==> src/rtl/result_bank.sv <==
`default_nettype none
// +--------------------------------------------------------------------------+
// | result_bank: collects the three rows of product C, then streams its nine  |
// | elements row-major over valid/ready. Optional: RESULT_BANK_SAT_EN.        |
// | Rev 1.0                                                                   |
// +--------------------------------------------------------------------------+
module result_bank #(
  parameter int ACC_W = 10,
  parameter int OUT_W = 8
) (
  input  logic             clk,
  input  logic             clear_n,
  input  logic             flush,
  input  logic             row_valid,
  output logic             row_ready,
  input  logic [ACC_W-1:0] row_c0,
  input  logic [ACC_W-1:0] row_c1,
  input  logic [ACC_W-1:0] row_c2,
  output logic             out_valid,
  input  logic             out_ready,
  output logic [OUT_W-1:0] out_data,
  output logic             out_last,
  output logic             done,
  output logic             overflow
);

  localparam logic [1:0] c_st_fill  = 2'd0;
  localparam logic [1:0] c_st_drain = 2'd1;
  localparam logic [1:0] c_st_done  = 2'd2;
  localparam logic [1:0] c_last_row = 2'd2;
  localparam logic [3:0] c_last_idx = 4'd8;

  logic [1:0]       r_state;
  logic [1:0]       r_wr_row;
  logic [3:0]       r_rd_idx;
  logic [ACC_W-1:0] r_c_mem [0:8];
  logic             r_overflow;

  logic             w_row_fire;
  logic             w_out_fire;
  logic [ACC_W-1:0] w_rd_val;
  logic             w_hi_nz;
  logic [OUT_W-1:0] w_conv;

  // Handshake flags decode registered state only, never the partner's strobe.
  assign row_ready  = (r_state == c_st_fill);
  assign out_valid  = (r_state == c_st_drain);
  assign done       = (r_state == c_st_done);
  assign out_last   = out_valid && (r_rd_idx == c_last_idx);
  assign overflow   = r_overflow;

  assign w_row_fire = row_ready && row_valid;
  assign w_out_fire = out_valid && out_ready;

  always_comb begin
    w_rd_val = '0;
    for (int i = 0; i < 9; i++) begin
      if (r_rd_idx == 4'(i)) begin
        w_rd_val = r_c_mem[i];
      end
    end
  end

  generate
    if (OUT_W < ACC_W) begin : g_hi_bits
      assign w_hi_nz = |w_rd_val[ACC_W-1:OUT_W];
    end else begin : g_no_hi_bits
      assign w_hi_nz = 1'b0;
    end
  endgenerate

`ifdef RESULT_BANK_SAT_EN
  // Any set bit above OUT_W means the value exceeds the output range.
  assign w_conv = w_hi_nz ? {OUT_W{1'b1}} : w_rd_val[OUT_W-1:0];
`else
  assign w_conv = w_rd_val[OUT_W-1:0];
`endif

  assign out_data = out_valid ? w_conv : '0;

  always_ff @(posedge clk or negedge clear_n) begin
    if (!clear_n) begin
      r_state  <= c_st_fill;
      r_wr_row <= 2'd0;
      r_rd_idx <= 4'd0;
    end else if (flush) begin
      r_state  <= c_st_fill;
      r_wr_row <= 2'd0;
      r_rd_idx <= 4'd0;
    end else begin
      case (r_state)
        c_st_fill: begin
          if (row_valid) begin
            if (r_wr_row == c_last_row) begin
              r_state  <= c_st_drain;
              r_wr_row <= 2'd0;
              r_rd_idx <= 4'd0;
            end else begin
              r_wr_row <= r_wr_row + 2'd1;
            end
          end
        end
        c_st_drain: begin
          if (out_ready) begin
            if (r_rd_idx == c_last_idx) begin
              r_state  <= c_st_done;
              r_rd_idx <= 4'd0;
            end else begin
              r_rd_idx <= r_rd_idx + 4'd1;
            end
          end
        end
        c_st_done: r_state <= c_st_fill;
        default:   r_state <= c_st_fill;
      endcase
    end
  end

  always_ff @(posedge clk or negedge clear_n) begin
    if (!clear_n) begin
      for (int i = 0; i < 9; i++) r_c_mem[i] <= '0;
    end else if (flush) begin
      for (int i = 0; i < 9; i++) r_c_mem[i] <= '0;
    end else if (w_row_fire) begin
      case (r_wr_row)
        2'd0: begin
          r_c_mem[0] <= row_c0;
          r_c_mem[1] <= row_c1;
          r_c_mem[2] <= row_c2;
        end
        2'd1: begin
          r_c_mem[3] <= row_c0;
          r_c_mem[4] <= row_c1;
          r_c_mem[5] <= row_c2;
        end
        default: begin
          r_c_mem[6] <= row_c0;
          r_c_mem[7] <= row_c1;
          r_c_mem[8] <= row_c2;
        end
      endcase
    end
  end

  always_ff @(posedge clk or negedge clear_n) begin
    if (!clear_n) begin
      r_overflow <= 1'b0;
    end else if (flush) begin
      r_overflow <= 1'b0;
    end else if (w_out_fire && w_hi_nz) begin
      r_overflow <= 1'b1;
    end
  end

endmodule
`default_nettype wire

==> config.mk <==
export PLATFORM = sky130hd
export DESIGN_NAME = result_bank
export DESIGN_NICKNAME = d
export VERILOG_FILES = /design/src/rtl/result_bank.sv
export SDC_FILE = /design/constraint.sdc
export NUM_CORES = 1
export LEC_CHECK = 0
export ABC_AREA = 1
export CAP_MARGIN = 25
export CELL_PAD_IN_SITES_DETAIL_PLACEMENT = 0
export CELL_PAD_IN_SITES_GLOBAL_PLACEMENT = 1
export CORE_ASPECT_RATIO = 2
export CORE_UTILIZATION = 43
export CTS_CLUSTER_SIZE = 28
export DETAILED_ROUTE_END_ITERATION = 6
export PLACE_DENSITY_LB_ADDON = 0.12
export SYNTH_ARGS = -nofsm -noshare
export SYNTH_HDL_FRONTEND = slang
export SYNTH_SLANG_ARGS = --single-unit
==> constraint.sdc <==
create_clock -name clk -period 2.7 [get_ports clk]
set_input_delay 0.54 -clock clk [delete_from_list [all_inputs] [get_ports clk]]
set_output_delay 0.54 -clock clk [all_outputs]
set_load 0.01 [all_outputs]
==> results of run 1 <==
## state kept, by name, indices dropped and copies added (netlist names)
signal,flops
r_wr_row,2
overflow,1
r_state,2
r_rd_idx,4
r_c_mem,90
## metal layers
| metal | wire length [um] | vias up | global-route usage |
|---|---|---|---|
| li1 | - | 2157 | - |
| met1 | 5360 | 2102 | 0.267 |
| met5 | 0 | - | 0 |
| met3 | 331 | 35 | 0.0301 |
| met4 | 879 | 0 | 0.159 |
| met2 | 8280 | 102 | 0.497 |
## cells in the final DEF, fill, tap and decap left out, drive strengths merged, types with 2 or more instances in the layout
master and count:
nor2 59, mux2 15, dfrtp 99, nor3 2
nand3 20, nand2 136, nand4 3, o22ai 2
inv 118, buf 58, a21oi 33, clkdlybuf4s50 37
clkinv 2, o21ai 118, a31oi 3, clkbuf 12
ha 4
## stage by stage
stage / TNS [ps] / instance area, um^2 / worst slack (ps)
floorplan: 0 / 5000 / 513
detailed placement: -2290 / 5900 / -319
global route: -1290 / 6390 / -183
CTS: -141 / 6330 / -62.8
global placement: -1630 / 5900 / -227
finish: -128 / 6390 / -35.3
## worst max-delay path by stage
stage | from | to | slack, ps | cells after the start
finish | r_rd_idx[0] | out_data[5] | -40 | 11
global route | r_rd_idx[0] | out_data[5] | -180 | 11
CTS | r_rd_idx[3] | out_data[5] | -60 | 12
detailed placement | r_rd_idx[1] | out_data[0] | -320 | 12
global placement | r_rd_idx[1] | out_data[0] | -230 | 12
floorplan | r_rd_idx[0] | out_data[1] | 510 | 8
## worst reg2reg max path, delay by kind of cell (launching register included)
kind,cells,cell delay [ps]
flip-flops,1,410
AO/OA/AOI/OAI,2,250
AND/OR/NAND/NOR,8,530
buffers and inverters,5,570
adder cells (fa/ha/maj),1,180
## power by group
group | total (uW) | switching, uW | internal [uW]
clock network | 1330 | 540 | 791
registers | 1800 | 108 | 1690
logic | 1750 | 1050 | 707
## cells by family after synthesis
| family | after synthesis | synth area share |
|---|---|---|
| AOI/OAI and AO/OA | 157 | 0.162 |
| adders and majority gates | 4 | 0.0100 |
| buffers and inverters | 143 | 0.114 |
| DFF | 99 | 0.495 |
| muxes | 15 | 0.0338 |
| and+or+nand+nor | 220 | 0.184 |
## timing repair
action,4_1_cts,5_1_grt
setup buffers,2,1
pin swaps,10,13
endpoints found under the setup margin,9,9
resized for setup,81,16
## cell type report
class | count | area share
clock buffers | 12 | 0.0417
flip-flops and latches | 99 | 0.388
inverters | 118 | 0.0724
multi-input cells | 396 | 0.333
repair buffers | 96 | 0.130
well taps | 142 | 0.0278
clock inverters | 4 | 0.00744
==> impl_metrics.py, run 1 <==
metrics = {
    "route": {
        "via_per_inst": 5.07,
        "drc": 0,
        "avgRoutedWirePerCell_um": 17.1,
        "drtAntennaViolNets": 0,
        "dr.pass1.iters": 5,
        "drt_wl_total_um": 14800,
        "vias": 4396,
        "drt_iter0_drc": 201,
    },
    "synth": {
        "yosysWarnings": 0,
        "ys.flop_type": "dfrtp_1",
        "ys_ff_latch": 99,
        "netlist_area_um2": 5000,
        "async_flop_share": 1.00,
        "netlist_instances": 638,
        "ys_types": 30,
        "ys_seq_area_frac": 0.495,
        "avgSynthCellArea_um2": 7.84,
        "synth_top_area_cell": "dfrtp_1",
        "syn-num-nets": 677,
        "ys_top_cells_by_area": "dfrtp_1 (50%), o21ai_0 (10%), nand2_1 (10%), inv_1 (8.3%), nor2_1 (3.9%)",
        "yosysMostFrequentCell": "nand2_1",
        "synth_top_area_share": 0.495,
        "synth_edf_count": 0,
        "ys_top_cells_by_count": "nand2_1 (134), inv_1 (111), o21ai_0 (103)",
    },
    "layout": {
        "final_nets": 759,
        "fillers": 1109,
        "multi_input_area_um2": 2130,
        "num_antenna_cells": 0,
        "drive_above_1_share": 0.208,
        "utilization": 0.566,
        "fin_cells": 867,
        "seqCellArea_um2": 2480,
        "syn_to_final_growth_pct": 27.9,
    },
    "sta": {
        "rsz0062_at_grt": "true",
        "hold_violations": 0,
        "hold_slack_ps": 236,
        "drv_slew": 0,
        "max_slew_margin": 0.468,
        "worst_clock_skew_ps": 6.71,
        "fin_ws_ps": -35.3,
        "tightest_slew_ps": 795,
        "setup_viol": 7,
        "finalCriticalPeriod_ps": 2740,
        "clock.fmax_mhz": 366,
        "fin_crit_sh": 1.01,
    },
    "floorplan": {
        "die_x_um": 78.2,
        "dieHeight_um": 154,
        "die_area_um2": 12100,
        "core_um2": 11300,
        "initial_core_util": 0.443,
        "io_pins": 48,
        "rows": 55,
    },
    "worst_setup_path": {
        "path_class": "register to primary output",
        "path_cells": "inv_2, ha_4, inv_2, nor3_2, buf_4, inv_1, buf_4, buf_4, o21ai_1, a21oi_2, buf_2",
        "reg2reg_from": "r_rd_idx[1]",
        "startpoint_type": "register",
        "reg2regPathDepth": 16,
        "cp.arrival_ps": 2200,
        "max_stage_delay_ps": 450,
        "path_delay_family": "buffers and inverters",
        "end_kind": "primary output",
        "r2r_slack_ps": 690,
        "required_ps": 2160,
        "path_max_fanout": 16,
        "crit_path_frequent_cell": "buf_4",
        "crit_slowest_cell": "dfrtp_2",
        "worstReg2RegEnd": "overflow",
        "cp.buffers_inverters": 7,
    },
    "clock_tree": {
        "cts_hold_buf": 0,
        "cts_buffers": 9,
        "clk_pin_slew_ps": 70,
        "clock-sinks": 99,
        "cts_root_buffer": "clkbuf_16",
        "tritoncts": "done",
        "clkLatencyLatePin_ps": 340,
        "clockBufferDepth": 2,
        "h-tree-depth": 3,
    },
    "outcome": {
        "status": "finished, violations left",
        "violations": "negative setup slack",
    },
    "global_route": {
        "antenna_found_initial": 0,
        "grt_pass1_wl_um": 23200,
        "grt.total_usage": 0.262,
        "grt_remaining_overflow": 0,
        "grt_start_max_net_pins": 52,
        "grt_pass1_vias": 4437,
    },
    "power_and_ir_drop": {
        "p_leak_uw": 0.00309,
        "total_power_uw": 4880,
        "power.density_nw_per_um2": 763,
        "vdd_drop_max_mv": 0.427,
    },
    "place": {
        "portBuffers": 47,
        "gp_congestion": 0.862,
        "dp_cells": 848,
        "dp_hpwl_um": 11200,
    },
    "run": {
        "drv_cap": 0,
    },
    "min_path": {
        "hp-class": "input pin to async pin",
    },
}
Power figures use the tool's default switching activity.
==> run 2, diff against run 1 <==
--- a/config.mk
+++ b/config.mk
@@ -10,6 +10,7 @@
 export CELL_PAD_IN_SITES_DETAIL_PLACEMENT = 0
 export CELL_PAD_IN_SITES_GLOBAL_PLACEMENT = 1
 export CORE_ASPECT_RATIO = 2
+export CORE_MARGIN = 2
 export CORE_UTILIZATION = 43
 export CTS_CLUSTER_SIZE = 28
 export DETAILED_ROUTE_END_ITERATION = 6
==> run 2 against run 1 <==
Effect of this change: the run still ends with negative setup slack left; final area rose by 2.5%; critical path depth rose by 4; worst hold slack got worse by 55 ps; clock-buffer cell count fell by 2; die area rose by 3.9%; total power rose by 7.5%; sequential share of layout area fell by 0.96 points; cell count rose by 1.5%.
==> impl_metrics.py, run 2 (synthesis gave the netlist of run 1 again) <==
metrics = {
    "outcome": {
        "status": "finished, violations left",
        "violations": "negative setup slack",
    },
    "route": {
        "vias": 4497,
        "drc": 0,
        "avgRoutedWirePerCell_um": 17.9,
        "dr.pass1.iters": 4,
        "drt_iter0_drc": 205,
        "drt_wl_total_um": 15800,
        "via_per_inst": 5.11,
        "drtAntennaViolNets": 0,
    },
    "floorplan": {
        "core_um2": 11400,
        "die_x_um": 80.2,
        "dieHeight_um": 156,
        "io_pins": 48,
        "initial_core_util": 0.440,
        "rows": 55,
        "die_area_um2": 12600,
    },
    "layout": {
        "top_regs": "r_c_mem: 90 flops, r_rd_idx: 4 flops",
        "drive_above_1_share": 0.218,
        "final_common_cell": "nand2_1",
        "num_antenna_cells": 0,
        "final_cell_area_um2": 6560,
        "fin_cells": 880,
        "top_register": "r_c_mem",
        "final_nets": 772,
        "largest_reg_flops": 90,
        "layout_common_cells": "nand2_1 (132), inv_1 (105), o21ai_0 (98), dfrtp_1 (98), buf_4 (51)",
        "syn_to_final_growth_pct": 31.1,
    },
    "power_and_ir_drop": {
        "combPwrFrac": 0.375,
        "power.density_nw_per_um2": 801,
        "total_power_uw": 5250,
        "vdd_drop_max_mv": 0.541,
        "internal_power_uw": 3450,
        "p_leak_uw": 0.00317,
        "p_sw_uw": 1800,
        "p_clk_frac": 0.282,
        "switching_share": 0.342,
        "p_seq_frac": 0.343,
    },
    "sta": {
        "rsz0062_at_grt": "true",
        "clock.fmax_mhz": 351,
        "finalCriticalPeriod_ps": 2850,
        "fin_ws_ps": -146,
        "worst_clock_skew_ps": 10.4,
        "max_slew_margin": 0.492,
        "setup_viol": 8,
        "fin_crit_sh": 1.05,
        "tightest_slew_ps": 761,
        "hold_slack_ps": 181,
        "drv_slew": 0,
        "hold_violations": 0,
    },
    "clock_tree": {
        "cts_hold_buf": 0,
        "clkLatencyLatePin_ps": 350,
        "tritoncts": "done",
        "clk_pin_slew_ps": 70,
        "clockBufferDepth": 2,
        "cts_root_buffer": "clkbuf_16",
        "h-tree-depth": 3,
        "clock-sinks": 99,
        "cts_buffers": 9,
    },
    "worst_setup_path": {
        "startpoint_type": "register",
        "r2r_slack_ps": 710,
        "path_max_fanout": 3,
        "max_stage_delay_ps": 390,
        "end_kind": "primary output",
        "required_ps": 2160,
        "crit_path_frequent_cell": "nand2_1",
        "crit_slowest_cell": "dfrtp_1",
        "path_class": "register to primary output",
        "path_cells": "inv_2, buf_4, ha_4, nand3_4, buf_4, nor2_2, a21oi_1, nor2_1, o22ai_1, nand2_1, nand2_1, nand2_1, a21oi_2, nor2_1, buf_2",
        "cp.arrival_ps": 2310,
    },
    "place": {
        "placed_area_um2": 5910,
        "dp_cells": 848,
        "dp_hpwl_um": 11700,
        "pre_cts_ws_ps": -281,
        "portBuffers": 47,
        "gp_congestion": 0.855,
    },
    "global_route": {
        "grt.total_usage": 0.265,
        "grt_pass1_vias": 4679,
        "grt_start_max_net_pins": 44,
        "antenna_found_initial": 0,
        "grt_pass1_wl_um": 24300,
        "grt_remaining_overflow": 0,
    },
    "min_path": {
        "hp-class": "input pin to async pin",
    },
    "run": {
        "drv_cap": 0,
    },
}
## run 2: cell count changes in the layout (fill, tap and decap cells not counted), moves of 3 or more
cell / previous run / this run
o21ai_2: 10 / 6
buf_6: 3 / 7
o21ai_0: 95 / 98
a21oi_2: 13 / 10
buf_4: 45 / 51
nor2_2: 4 / 8
a21oi_1: 20 / 23
clkbuf_8: 3 / 0
nor2_1: 50 / 44
buf_12: 2 / 5
## run 2: repair_timing
item                       in CTS  in global routing
setup endpoints to repair       9                  8
pin swaps                      19                 11
gates resized for setup        79                 19
buffers inserted               11                  5
## run 2: critical path, delay by kind of cell, from the launching register on
family / cells / cell delay [ps]
simple gates: 7 / 510
buf+inv: 4 / 490
flops: 1 / 390
compound gates: 3 / 370
fa+ha+maj: 1 / 180
## run 2: layout make-up
class | count | area [um^2]
fill | 1099 | 4800
sequential | 99 | 2480
multi-input combinational | 396 | 2120
timing repair buffer | 109 | 977
inverter | 118 | 458
clock buffer | 10 | 229
tap | 142 | 178
clock inverter | 6 | 111
## run 2: routing by layer
metal  vias to the layer above  track usage  share of wire
li1                       2186            -              -
met1                      2137        0.267           0.35
met2                       120        0.490           0.55
met3                        54       0.0311          0.029
met4                         0        0.183          0.070
met5                         -            0              0
## run 2: metrics by stage
step | TNS [ps] | util
4_1_cts | -268 | 0.567
6_report | -550 | 0.577
5_1_grt | -1470 | 0.577
3_5_place_dp | -1990 | 0.521
2_1_floorplan | 0 | -
3_3_place_gp | -1710 | 0.521
## run 2: worst paths after layout
path | start | to | depth (start not counted)
max reg2reg | r_rd_idx[1] | overflow | 18
max in group asynchronous | clear_n | r_c_mem[23] | 2
min in group clk | r_c_mem[59] | r_c_mem[59] | 2
min | clear_n | r_c_mem[50] | 1
min reg2reg | r_c_mem[59] | r_c_mem[59] | 2
max | r_rd_idx[1] | out_data[1] | 15
## run 2: power groups by stage
stage	Clock, uW	Combinational [uW]	Sequential, uW
6_report	1480	1970	1800
5_1_grt	1560	2150	1820
4_1_cts	1510	1790	1790
3_5_place_dp	0	1580	1810
3_3_place_gp	0	1560	1810
2_1_floorplan	0	904	1790
